### src/rtl/blackjack_pkg.sv
// Shared types for the blackjack command path: command/phase codes, button FSM states and
// the command-legality rule.
package blackjack_pkg;

  typedef enum logic [1:0] {
    CMD_NONE  = 2'd0,
    CMD_DEAL  = 2'd1,
    CMD_HIT   = 2'd2,
    CMD_STAND = 2'd3
  } cmd_t;

  typedef enum logic [1:0] {
    PH_BETTING = 2'd0,
    PH_PLAYER  = 2'd1,
    PH_DEALER  = 2'd2,
    PH_RESULT  = 2'd3
  } phase_t;

  typedef enum logic [1:0] {
    S_IDLE    = 2'd0,
    S_QUAL    = 2'd1,
    S_PEND    = 2'd2,
    S_RELEASE = 2'd3
  } btn_state_t;

  function automatic logic cmd_legal(input cmd_t c, input phase_t p);
    case (p)
      PH_BETTING, PH_RESULT: return c == CMD_DEAL;
      PH_PLAYER:             return (c == CMD_HIT) || (c == CMD_STAND);
      default:               return 1'b0;
    endcase
  endfunction

endpackage

### src/rtl/button_cmd_gen_if.sv
// Command handshake between the button command generator (master) and the game FSM (slave).
interface button_cmd_gen_if;
  import blackjack_pkg::*;

  logic cmd_valid;
  logic cmd_ready;
  cmd_t cmd;
  logic cmd_rejected;
  logic cmd_timeout;

  modport master (
    output cmd_valid,
    output cmd,
    output cmd_rejected,
    output cmd_timeout,
    input  cmd_ready
  );

  modport slave (
    input  cmd_valid,
    input  cmd,
    input  cmd_rejected,
    input  cmd_timeout,
    output cmd_ready
  );

endinterface

### src/rtl/button_cmd_qual.sv
// Press edge detect, one-hot button encode and hold-stability counter; qual_pulse fires in
// the cycle the captured code has been stable for HOLD_CYCLES with the button held.
module button_cmd_qual
  import blackjack_pkg::*;
#(
  parameter int unsigned HOLD_CYCLES = 4
) (
  input  logic clk,
  input  logic rst,
  input  logic left_mouse,
  input  logic deal,
  input  logic hit,
  input  logic stand,
  input  logic active,
  output logic press,
  output logic qual_pulse,
  output cmd_t qual_code
);

  localparam int unsigned CntW = $clog2(HOLD_CYCLES + 1);
  localparam logic [CntW-1:0] CntMax = CntW'(HOLD_CYCLES);

  logic            left_q;
  cmd_t            code;
  cmd_t            cap_q, cap_d;
  logic [CntW-1:0] cnt_q, cnt_d;

  always_comb begin
    unique case ({deal, hit, stand})
      3'b100:  code = CMD_DEAL;
      3'b010:  code = CMD_HIT;
      3'b001:  code = CMD_STAND;
      default: code = CMD_NONE;
    endcase
  end

  always_comb begin
    cap_d      = cap_q;
    cnt_d      = cnt_q;
    qual_pulse = 1'b0;
    // Idle or released: start every qualification window from scratch.
    if (!active || !left_mouse) begin
      cnt_d = '0;
      cap_d = CMD_NONE;
    end else if (code == CMD_NONE) begin
      cnt_d = '0;
      cap_d = CMD_NONE;
    end else if (code != cap_q) begin
      cap_d = code;
      cnt_d = CntW'(1);
    end else begin
      qual_pulse = (cnt_q == CntMax);
      if (cnt_q != CntMax) cnt_d = cnt_q + CntW'(1);
    end
  end

  always_ff @(posedge clk or posedge rst) begin
    if (rst) begin
      left_q <= 1'b0;
      cap_q  <= CMD_NONE;
      cnt_q  <= '0;
    end else begin
      left_q <= left_mouse;
      cap_q  <= cap_d;
      cnt_q  <= cnt_d;
    end
  end

  assign press     = left_mouse & ~left_q;
  assign qual_code = cap_q;

endmodule

### src/rtl/button_cmd_gen.sv
// Turns one qualified mouse press into at most one legal game command over valid/ready.
// Optional pending-command timeout is built when BUTTON_CMD_GEN_CMD_TIMEOUT_EN is defined.
module button_cmd_gen
  import blackjack_pkg::*;
#(
  parameter int unsigned HOLD_CYCLES    = 4,
  parameter int unsigned TIMEOUT_CYCLES = 1024
) (
  input  logic              clk,
  input  logic              rst,
  input  logic              left_mouse,
  input  logic              deal,
  input  logic              hit,
  input  logic              stand,
  input  phase_t            game_phase,
  button_cmd_gen_if.master  cmd_bus
);

  btn_state_t state_q, state_d;
  logic       valid_q, valid_d;
  cmd_t       cmd_q, cmd_d;
  logic       rej_q, rej_d;
  logic       to_q, to_d;
  logic       press, qual_pulse, expire;
  cmd_t       qual_code;

  button_cmd_qual #(
    .HOLD_CYCLES (HOLD_CYCLES)
  ) u_qual (
    .clk        (clk),
    .rst        (rst),
    .left_mouse (left_mouse),
    .deal       (deal),
    .hit        (hit),
    .stand      (stand),
    .active     (state_q == S_QUAL),
    .press      (press),
    .qual_pulse (qual_pulse),
    .qual_code  (qual_code)
  );

`ifdef BUTTON_CMD_GEN_CMD_TIMEOUT_EN
  localparam int unsigned WaitW = $clog2(TIMEOUT_CYCLES + 1);
  logic [WaitW-1:0] wait_q;

  // Counts cycles spent in S_PEND; zero on the first pending cycle.
  always_ff @(posedge clk or posedge rst) begin
    if (rst) begin
      wait_q <= '0;
    end else if (state_q != S_PEND) begin
      wait_q <= '0;
    end else begin
      wait_q <= wait_q + WaitW'(1);
    end
  end

  assign expire = (state_q == S_PEND) && (wait_q == WaitW'(TIMEOUT_CYCLES - 1));
`else
  logic unused_cfg;
  assign unused_cfg = ^TIMEOUT_CYCLES;
  assign expire     = 1'b0;
`endif

  always_comb begin
    state_d = state_q;
    valid_d = valid_q;
    cmd_d   = cmd_q;
    rej_d   = 1'b0;
    to_d    = 1'b0;
    unique case (state_q)
      S_IDLE: begin
        if (press) state_d = S_QUAL;
      end
      S_QUAL: begin
        if (!left_mouse) begin
          state_d = S_IDLE;
        end else if (qual_pulse) begin
          if (cmd_legal(qual_code, game_phase)) begin
            valid_d = 1'b1;
            cmd_d   = qual_code;
            state_d = S_PEND;
          end else begin
            rej_d   = 1'b1;
            state_d = S_RELEASE;
          end
        end
      end
      S_PEND: begin
        // A transfer in the expiry cycle takes precedence over the timeout.
        if ((valid_q && cmd_bus.cmd_ready) || expire) begin
          valid_d = 1'b0;
          cmd_d   = CMD_NONE;
          to_d    = !(valid_q && cmd_bus.cmd_ready);
          state_d = left_mouse ? S_RELEASE : S_IDLE;
        end
      end
      S_RELEASE: begin
        if (!left_mouse) state_d = S_IDLE;
      end
      default: state_d = S_IDLE;
    endcase
  end

  always_ff @(posedge clk or posedge rst) begin
    if (rst) begin
      state_q <= S_IDLE;
      valid_q <= 1'b0;
      cmd_q   <= CMD_NONE;
      rej_q   <= 1'b0;
      to_q    <= 1'b0;
    end else begin
      state_q <= state_d;
      valid_q <= valid_d;
      cmd_q   <= cmd_d;
      rej_q   <= rej_d;
      to_q    <= to_d;
    end
  end

  assign cmd_bus.cmd_valid    = valid_q;
  assign cmd_bus.cmd          = cmd_q;
  assign cmd_bus.cmd_rejected = rej_q;
  assign cmd_bus.cmd_timeout  = to_q;

endmodule

### src/flat_wrapper.sv
// flat-port wrapper written by rule: the top's interface ports become plain ports
module button_cmd_gen_flat import blackjack_pkg::*;
#(
  parameter int unsigned HOLD_CYCLES    = 4,
  parameter int unsigned TIMEOUT_CYCLES = 1024
)
  (clk, rst, left_mouse, deal, hit, stand, game_phase, cmd_bus_cmd_valid, cmd_bus_cmd, cmd_bus_cmd_rejected, cmd_bus_cmd_timeout, cmd_bus_cmd_ready);
  button_cmd_gen_if cmd_bus_i ();
  input  logic clk;
  input  logic rst;
  input  logic left_mouse;
  input  logic deal;
  input  logic hit;
  input  logic stand;
  input  phase_t game_phase;
  output wire logic [$bits(cmd_bus_i.cmd_valid)-1:0] cmd_bus_cmd_valid;
  output wire logic [$bits(cmd_bus_i.cmd)-1:0] cmd_bus_cmd;
  output wire logic [$bits(cmd_bus_i.cmd_rejected)-1:0] cmd_bus_cmd_rejected;
  output wire logic [$bits(cmd_bus_i.cmd_timeout)-1:0] cmd_bus_cmd_timeout;
  input wire logic [$bits(cmd_bus_i.cmd_ready)-1:0] cmd_bus_cmd_ready;
  assign cmd_bus_cmd_valid = cmd_bus_i.cmd_valid;
  assign cmd_bus_cmd = cmd_bus_i.cmd;
  assign cmd_bus_cmd_rejected = cmd_bus_i.cmd_rejected;
  assign cmd_bus_cmd_timeout = cmd_bus_i.cmd_timeout;
  assign cmd_bus_i.cmd_ready = cmd_bus_cmd_ready;
  button_cmd_gen #(.HOLD_CYCLES(HOLD_CYCLES), .TIMEOUT_CYCLES(TIMEOUT_CYCLES)) u_core (.clk(clk), .rst(rst), .left_mouse(left_mouse), .deal(deal), .hit(hit), .stand(stand), .game_phase(game_phase), .cmd_bus(cmd_bus_i));
endmodule
### config.mk
export PLATFORM = sky130hd
export DESIGN_NAME = button_cmd_gen_flat
export DESIGN_NICKNAME = d
export VERILOG_FILES = /design/src/rtl/blackjack_pkg.sv /design/src/rtl/button_cmd_gen_if.sv /design/src/rtl/button_cmd_qual.sv /design/src/rtl/button_cmd_gen.sv /design/src/flat_wrapper.sv
export SDC_FILE = /design/constraint.sdc
export NUM_CORES = 1
export LEC_CHECK = 0
export CORE_MARGIN = 1
export CORE_UTILIZATION = 40
export DETAILED_ROUTE_END_ITERATION = 12
export DONT_BUFFER_PORTS = 1
export SYNTH_ARGS = -nofsm -noshare
export SYNTH_HDL_FRONTEND = slang
export SYNTH_SLANG_ARGS = --single-unit
### constraint.sdc
create_clock -name clk -period 2.5 [get_ports clk]
set_input_delay 0.625 -clock clk [delete_from_list [all_inputs] [get_ports clk]]
set_output_delay 0.625 -clock clk [all_outputs]
set_load 0.02 [all_outputs]
==> results.py, run 1 <==
metrics = {
    "run_status": {
        "outcome": "complete, no violations",
    },
    "grt": {
        "gr-total-overflow": 0,
        "grt_max_degree": 13,
        "grt_pass1_vias": 560,
        "antenna_found_initial": 0,
        "grt.total_usage": 0.164,
        "grt_first_pass_wirelength_mm": 2.44,
    },
    "logic_synthesis": {
        "yosysWarnings": 0,
        "synth_cell_types": 32,
        "synth_seq_cells": 12,
        "synth_area_um2": 797,
        "syn-num-nets": 100,
        "syn_inst": 87,
        "avgSynthCellArea_um2": 9.16,
        "ys_seq_area_frac": 0.377,
    },
    "floorplanning": {
        "core_um2": 1800,
        "die_h_um": 46.6,
        "die_width_um": 46.6,
        "rows": 15,
        "start_util": 0.442,
        "io_pins": 14,
        "fp.dieArea_um2": 2170,
    },
    "critical_path": {
        "timing.rr.end": "u_core.cmd_bus.cmd[0]$_DFFE_PP0P_",
        "critPathKind": "register to register",
        "worstPathRequired_ns": 2.65,
        "reg2reg_depth": 6,
        "end_kind": "register",
        "start_kind": "register",
        "crit_start": "u_core.u_qual.cnt_q[0]$_DFFE_PP0P_",
        "endpoint": "u_core.cmd_bus.cmd[0]$_DFFE_PP0P_",
        "ff2ff_setup_slack_ns": 0.82,
        "r2r_start": "u_core.u_qual.cnt_q[0]$_DFFE_PP0P_",
        "cp.arrival_ns": 1.83,
        "cp_max_fo": 5,
    },
    "routing": {
        "drtIter0Drc": 17,
        "viasPerCell": 5.55,
        "wirelength_mm": 1.46,
        "antenna_left": 0,
        "post-route-drc-count": 0,
        "wl_per_cell_um": 13.1,
        "drt-pass1-iter-count": 4,
        "vias": 622,
    },
    "power_and_ir_drop": {
        "seq_power_share": 0.510,
        "p_comb_frac": 0.158,
        "switching_share": 0.297,
        "clkPwrFrac": 0.332,
        "internal_power_uw": 338,
        "power_leakage_uw": 0.000347,
        "power.switching_uw": 143,
        "p_per_area_nw_per_um2": 580,
        "ir_drop_v": 0.000297,
        "finalPower_uw": 481,
    },
    "worst_hold_path": {
        "hold_path_class": "primary input to async pin",
    },
    "finish": {
        "areaGrowthSynthToFinish_pct": 4.08,
        "diodes": 0,
        "design_area_um2": 830,
        "drive_gt1_frac": 0.0920,
        "nets": 101,
    },
    "clock_tree": {
        "ctsHtreeMaxLevel": 1,
        "ctsLongestPathBuffers": 2,
        "clk_latency_ns": 0.28,
        "cts_tree": "built",
        "cts-root-buf": "clkbuf_4",
        "post-cts-setup-buffer-count": 0,
        "cts_buffers": 3,
        "hold_buffers": 0,
        "cts_resized": 0,
        "clk_pin_slew_ns": 0.08,
        "cts.sinks": 12,
    },
    "timing": {
        "max_freq_mhz": 596,
        "period_minus_slack_ns": 1.68,
        "slew_viol_final": 0,
        "fin_ws_ns": 0.822,
        "setup_viol": 0,
        "finalHoldViolations": 0,
        "clock_skew_ns": 0.00214,
        "fin_setup_tns_ns": 0,
        "holdWs_ns": 0.232,
        "rsz0062_at_grt": "no",
        "fin_crit_sh": 0.671,
    },
    "placement": {
        "port_buffers": 0,
        "pre_cts_slack_ns": 0.719,
        "dpl_cell_area_um2": 793,
        "hpwl_mm": 1.07,
        "gp_congestion": 0.754,
    },
    "job": {
        "max-cap-violations": 0,
    },
}
-- critical path, stage by stage, from the launching register on --
cell	delay, ns
dfrtp_1	0.42
inv_1	0.07
ha_1	0.21
nand2_1	0.15
o41a_2	0.47
a2bb2oi_2	0.14
o22ai_1	0.09
-- metal layers --
layer | vias to the layer above | routed length, um | GRT usage
met5 | - | 0 | 0
li1 | 307 | - | -
met3 | 0 | 72 | 0.0588
met4 | 0 | 0 | 0.0800
met1 | 299 | 707 | 0.216
met2 | 16 | 682 | 0.236
-- logic make-up (layout without fill, tap and decap cells) --
| kind of cell | count (synthesis) | count (layout) | share of synthesized area |
|---|---|---|---|
| adder cells (fa/ha/maj) | 5 | 5 | 0.0754 |
| buffers and inverters | 13 | 13 | 0.0863 |
| flip-flops | 12 | 12 | 0.377 |
| XOR/XNOR | 4 | 4 | 0.0440 |
| other | 1 | 1 | 0.00471 |
| AO/OA/AOI/OAI | 22 | 22 | 0.203 |
| AND/OR/NAND/NOR | 30 | 30 | 0.210 |
-- cell usage after synthesis, drive strengths merged --
library cell  number  area, um2
inv                9       33.8
clkbuf             1       5.00
o22ai              2       12.5
o21a               2       15.0
nand2              7       26.3
ha                 4       50.1
xnor2              3       26.3
maj3               1       10.0
a211oi             1       7.51
nor3               7       35.0
o211ai             1       7.51
and4bb             1       12.5
nand3              2       10.0
a21oi              4       20.0
nand3b             4       30.0
dfrtp             12        300
and4b              2       20.0
nor2               4       15.0
buf                3       30.0
conb               1       3.75
a211o              1       8.76
xor2               1       8.76
o21bai             1       11.3
o41a               1       12.5
o2111ai            1       8.76
nor4               1       6.26
o21ai              5       25.0
o32ai              1       8.76
a2bb2oi            2       23.8
nor2b              2       12.5
-- flip-flops by register name (all words and copies together), names as in the netlist --
signal / cells
u_core.cmd_bus.cmd: 2
u_core.cmd_bus.cmd_valid: 1
u_core.state_q: 2
u_core.u_qual.cnt_q: 3
u_core.u_qual.left_q: 1
u_core.cmd_bus.cmd_rejected: 1
u_core.u_qual.qual_code: 2
-- area by class of cell --
class | count | area, um2
Inverter | 9 | 33.8
Multi-Input combinational cell | 62 | 428
Clock buffer | 4 | 36.3
Tap cell | 25 | 31.3
Fill cell | 194 | 972
Sequential cell | 12 | 300
-- stage by stage --
step,util,instances
after global routing,0.460,112
final,0.460,112
after global placement,0.440,108
after CTS,0.460,112
after floorplan,-,87
after detailed placement,0.440,108
-- worst min path at each step --
| stage | from | to | depth (start not counted) |
|---|---|---|---|
| floorplan | rst | u_core.cmd_bus.cmd[0]$_DFFE_PP0P_ | 1 |
| global placement | rst | u_core.cmd_bus.cmd_valid$_DFFE_PP0P_ | 1 |
| detailed placement | rst | u_core.cmd_bus.cmd_valid$_DFFE_PP0P_ | 1 |
| CTS | rst | u_core.u_qual.cnt_q[2]$_DFFE_PP0P_ | 1 |
| global route | rst | u_core.cmd_bus.cmd_valid$_DFFE_PP0P_ | 1 |
| finish | rst | u_core.u_qual.cnt_q[2]$_DFFE_PP0P_ | 1 |
-- power by group through the flow --
stage	registers (uW)	logic [uW]	clock network (uW)
floorplan	245	72.7	0
global placement	249	74.2	0
detailed placement	249	76.2	0
CTS	245	77.5	160
global route	248	87.5	170
finish	245	75.9	160
-- layout by cell type (no fill, tap or decap), types with 2 or more instances in the layout --
cell	n
nand3_1	2
nor2b_1	2
inv_1	9
xnor2_1	3
o22ai_1	2
clkbuf_4	3
o21ai_0	5
dfrtp_1	12
a21oi_1	4
nor3_1	7
nor2_1	4
and4b_1	2
nand2_1	7
o21a_1	2
nand3b_1	4
ha_1	4
No activity file was read; power rests on OpenSTA's default activity.
==> run 2: changes to the inputs <==
==> constraint.sdc (replaced) <==
create_clock -name clk -period 1.68 [get_ports clk]
set_input_delay 0.42 -clock clk [delete_from_list [all_inputs] [get_ports clk]]
set_output_delay 0.42 -clock clk [all_outputs]
set_load 0.02 [all_outputs]
==> results.py, run 2 (same netlist as run 1, synthesis figures left out) <==
metrics = {
    "timing": {
        "rsz0062_at_grt": "no",
        "setup_viol": 0,
        "slew_viol_final": 0,
        "max_freq_mhz": 630,
        "period_minus_slack_ns": 1.59,
        "fin_setup_tns_ns": 0,
        "fin_crit_sh": 0.944,
        "finalHoldViolations": 0,
        "clock_skew_ns": 0.000863,
    },
    "grt": {
        "grt_pass1_vias": 524,
        "grt_max_degree": 13,
        "gr-total-overflow": 0,
        "grt.total_usage": 0.171,
        "antenna_found_initial": 0,
        "grt_first_pass_wirelength_mm": 2.43,
    },
    "critical_path": {
        "timing.rr.end": "u_core.cmd_bus.cmd[1]$_DFFE_PP0P_",
        "ff2ff_setup_slack_ns": 0.09,
        "path_delay_family": "compound AO/OA/AOI/OAI gates",
        "slowest_stage": "o41a_2",
        "cp.arrival_ns": 1.75,
        "worstPathCellList": "inv_1 > ha_2 > nand2_1 > o41a_2 > a2bb2oi_2 > o32ai_1",
        "start_kind": "register",
        "cp_max_fo": 4,
        "end_kind": "register",
        "critPathKind": "register to register",
        "worstPathRequired_ns": 1.84,
        "r2r_start": "u_core.u_qual.cnt_q[0]$_DFFE_PP0P_",
        "reg2reg_depth": 6,
        "critPathMaxStageDelay_ns": 0.45,
        "path_buf_inv": 1,
    },
    "finish": {
        "seqCellArea_um2": 300,
        "nets": 102,
        "nFillCells": 191,
        "largest_reg_flops": 3,
        "most-common-layout-cells": "dfrtp_1 (12), inv_1 (9), nor3_1 (7), nand2_1 (7), o21ai_0 (5)",
        "areaGrowthSynthToFinish_pct": 5.34,
        "multi_input_area_um2": 430,
        "regMostFlops": "u_core.u_qual.cnt_q",
        "design_area_um2": 840,
        "drive_gt1_frac": 0.114,
        "final_common_cell": "dfrtp_1",
        "diodes": 0,
    },
    "routing": {
        "wl_per_cell_um": 13.5,
        "wirelength_mm": 1.52,
        "vias": 625,
        "drtIter0Drc": 15,
        "viasPerCell": 5.53,
        "antenna_left": 0,
        "post-route-drc-count": 0,
        "drt-pass1-iter-count": 4,
    },
    "power_and_ir_drop": {
        "p_per_area_nw_per_um2": 852,
        "power_leakage_uw": 0.000350,
        "ir_drop_v": 0.000390,
    },
    "floorplanning": {
        "fp.dieArea_um2": 2170,
        "start_util": 0.442,
        "rows": 15,
        "die_h_um": 46.6,
        "die_width_um": 46.6,
        "io_pins": 14,
        "core_um2": 1800,
    },
    "clock_tree": {
        "cts-root-buf": "clkbuf_4",
        "ctsLongestPathBuffers": 2,
        "cts_buffers": 3,
        "post-cts-setup-buffer-count": 0,
        "ctsHtreeMaxLevel": 1,
        "cts_tree": "built",
        "clk_latency_ns": 0.28,
        "clk_pin_slew_ns": 0.08,
        "cts.sinks": 12,
        "cts_resized": 0,
        "hold_buffers": 0,
    },
    "worst_hold_path": {
        "hold_path_class": "primary input to async pin",
    },
    "placement": {
        "port_buffers": 0,
        "dpl_cell_area_um2": 801,
        "gp_congestion": 0.757,
        "hpwl_mm": 1.09,
    },
    "job": {
        "max-cap-violations": 0,
    },
    "run_status": {
        "outcome": "complete, no violations",
    },
}
run 2: cell types whose count changed in the layout (fill, tap and decap cells not counted):
cell   before  now
ha_2        0    1
buf_4       0    1
ha_1        4    3
run 2: metrics by stage:
step | util | power [uW] | setup slack [ns] | std cells | hold WS (ns)
3_5_place_dp | 0.444 | 482 | 0.0917 | 109 | 0.358
5_1_grt | 0.466 | 760 | 0.0286 | 113 | 0.0658
6_report | 0.466 | 715 | 0.0939 | 113 | 0.0330
4_1_cts | 0.465 | 719 | 0.0728 | 113 | 0.0511
2_1_floorplan | - | 473 | 0.151 | 87 | 0.285
3_3_place_gp | 0.444 | 482 | 0.113 | 109 | 0.356
run 2: final cells by class:
class / instances / share of cell area
clock buffer: 4 / 0.0432
inverter: 9 / 0.0402
multi-input combinational: 62 / 0.513
sequential: 12 / 0.358
tap: 25 / 0.0373
timing repair buffer: 1 / 0.00894
run 2: worst max-delay path by stage:
stage               slack (ns)  depth (start not counted)                          startpoint                                end
finish                    0.09                          6  u_core.u_qual.cnt_q[0]$_DFFE_PP0P_  u_core.cmd_bus.cmd[1]$_DFFE_PP0P_
global route              0.03                          6  u_core.u_qual.cnt_q[0]$_DFFE_PP0P_  u_core.cmd_bus.cmd[1]$_DFFE_PP0P_
global placement          0.11                          6  u_core.u_qual.cnt_q[0]$_DFFE_PP0P_  u_core.cmd_bus.cmd[0]$_DFFE_PP0P_
detailed placement        0.09                          6  u_core.u_qual.cnt_q[0]$_DFFE_PP0P_  u_core.cmd_bus.cmd[1]$_DFFE_PP0P_
floorplan                 0.15                          6  u_core.u_qual.cnt_q[0]$_DFFE_PP0P_  u_core.cmd_bus.cmd[1]$_DFFE_PP0P_
CTS                       0.07                          6  u_core.u_qual.cnt_q[0]$_DFFE_PP0P_  u_core.cmd_bus.cmd[1]$_DFFE_PP0P_
run 2: metal layers:
metal  track usage  part of all wire  vias to the layer above
met4         0.120             0.025                        0
met2         0.219              0.43                       15
met5             0                 0                        -
met1         0.234              0.50                      293
met3        0.0549             0.043                        5
li1              -                 -                      312
run 2: worst register-to-register path, delay by kind of cell, from the launching register on:
family / cells / cell delay (ns)
compound gates: 3 / 0.70
flops: 1 / 0.42
fa+ha+maj: 1 / 0.21
simple gates: 1 / 0.08
buf+inv: 1 / 0.07
run 2: power breakdown:
group	switching [uW]	internal, uW
clock	105	132
combinational	57.4	54.5
sequential	48.9	317
total	211	504
==> run 3: changes to the inputs <==
--- a/config.mk
+++ b/config.mk
@@ -7,6 +7,7 @@
 export LEC_CHECK = 0
 export CORE_MARGIN = 1
 export CORE_UTILIZATION = 40
+export CTS_CLUSTER_DIAMETER = 80
 export DETAILED_ROUTE_END_ITERATION = 12
 export DONT_BUFFER_PORTS = 1
 export SYNTH_ARGS = -nofsm -noshare
==> results of run 3 <==
Final layout, timing and power as in run 2 (identical DEF).
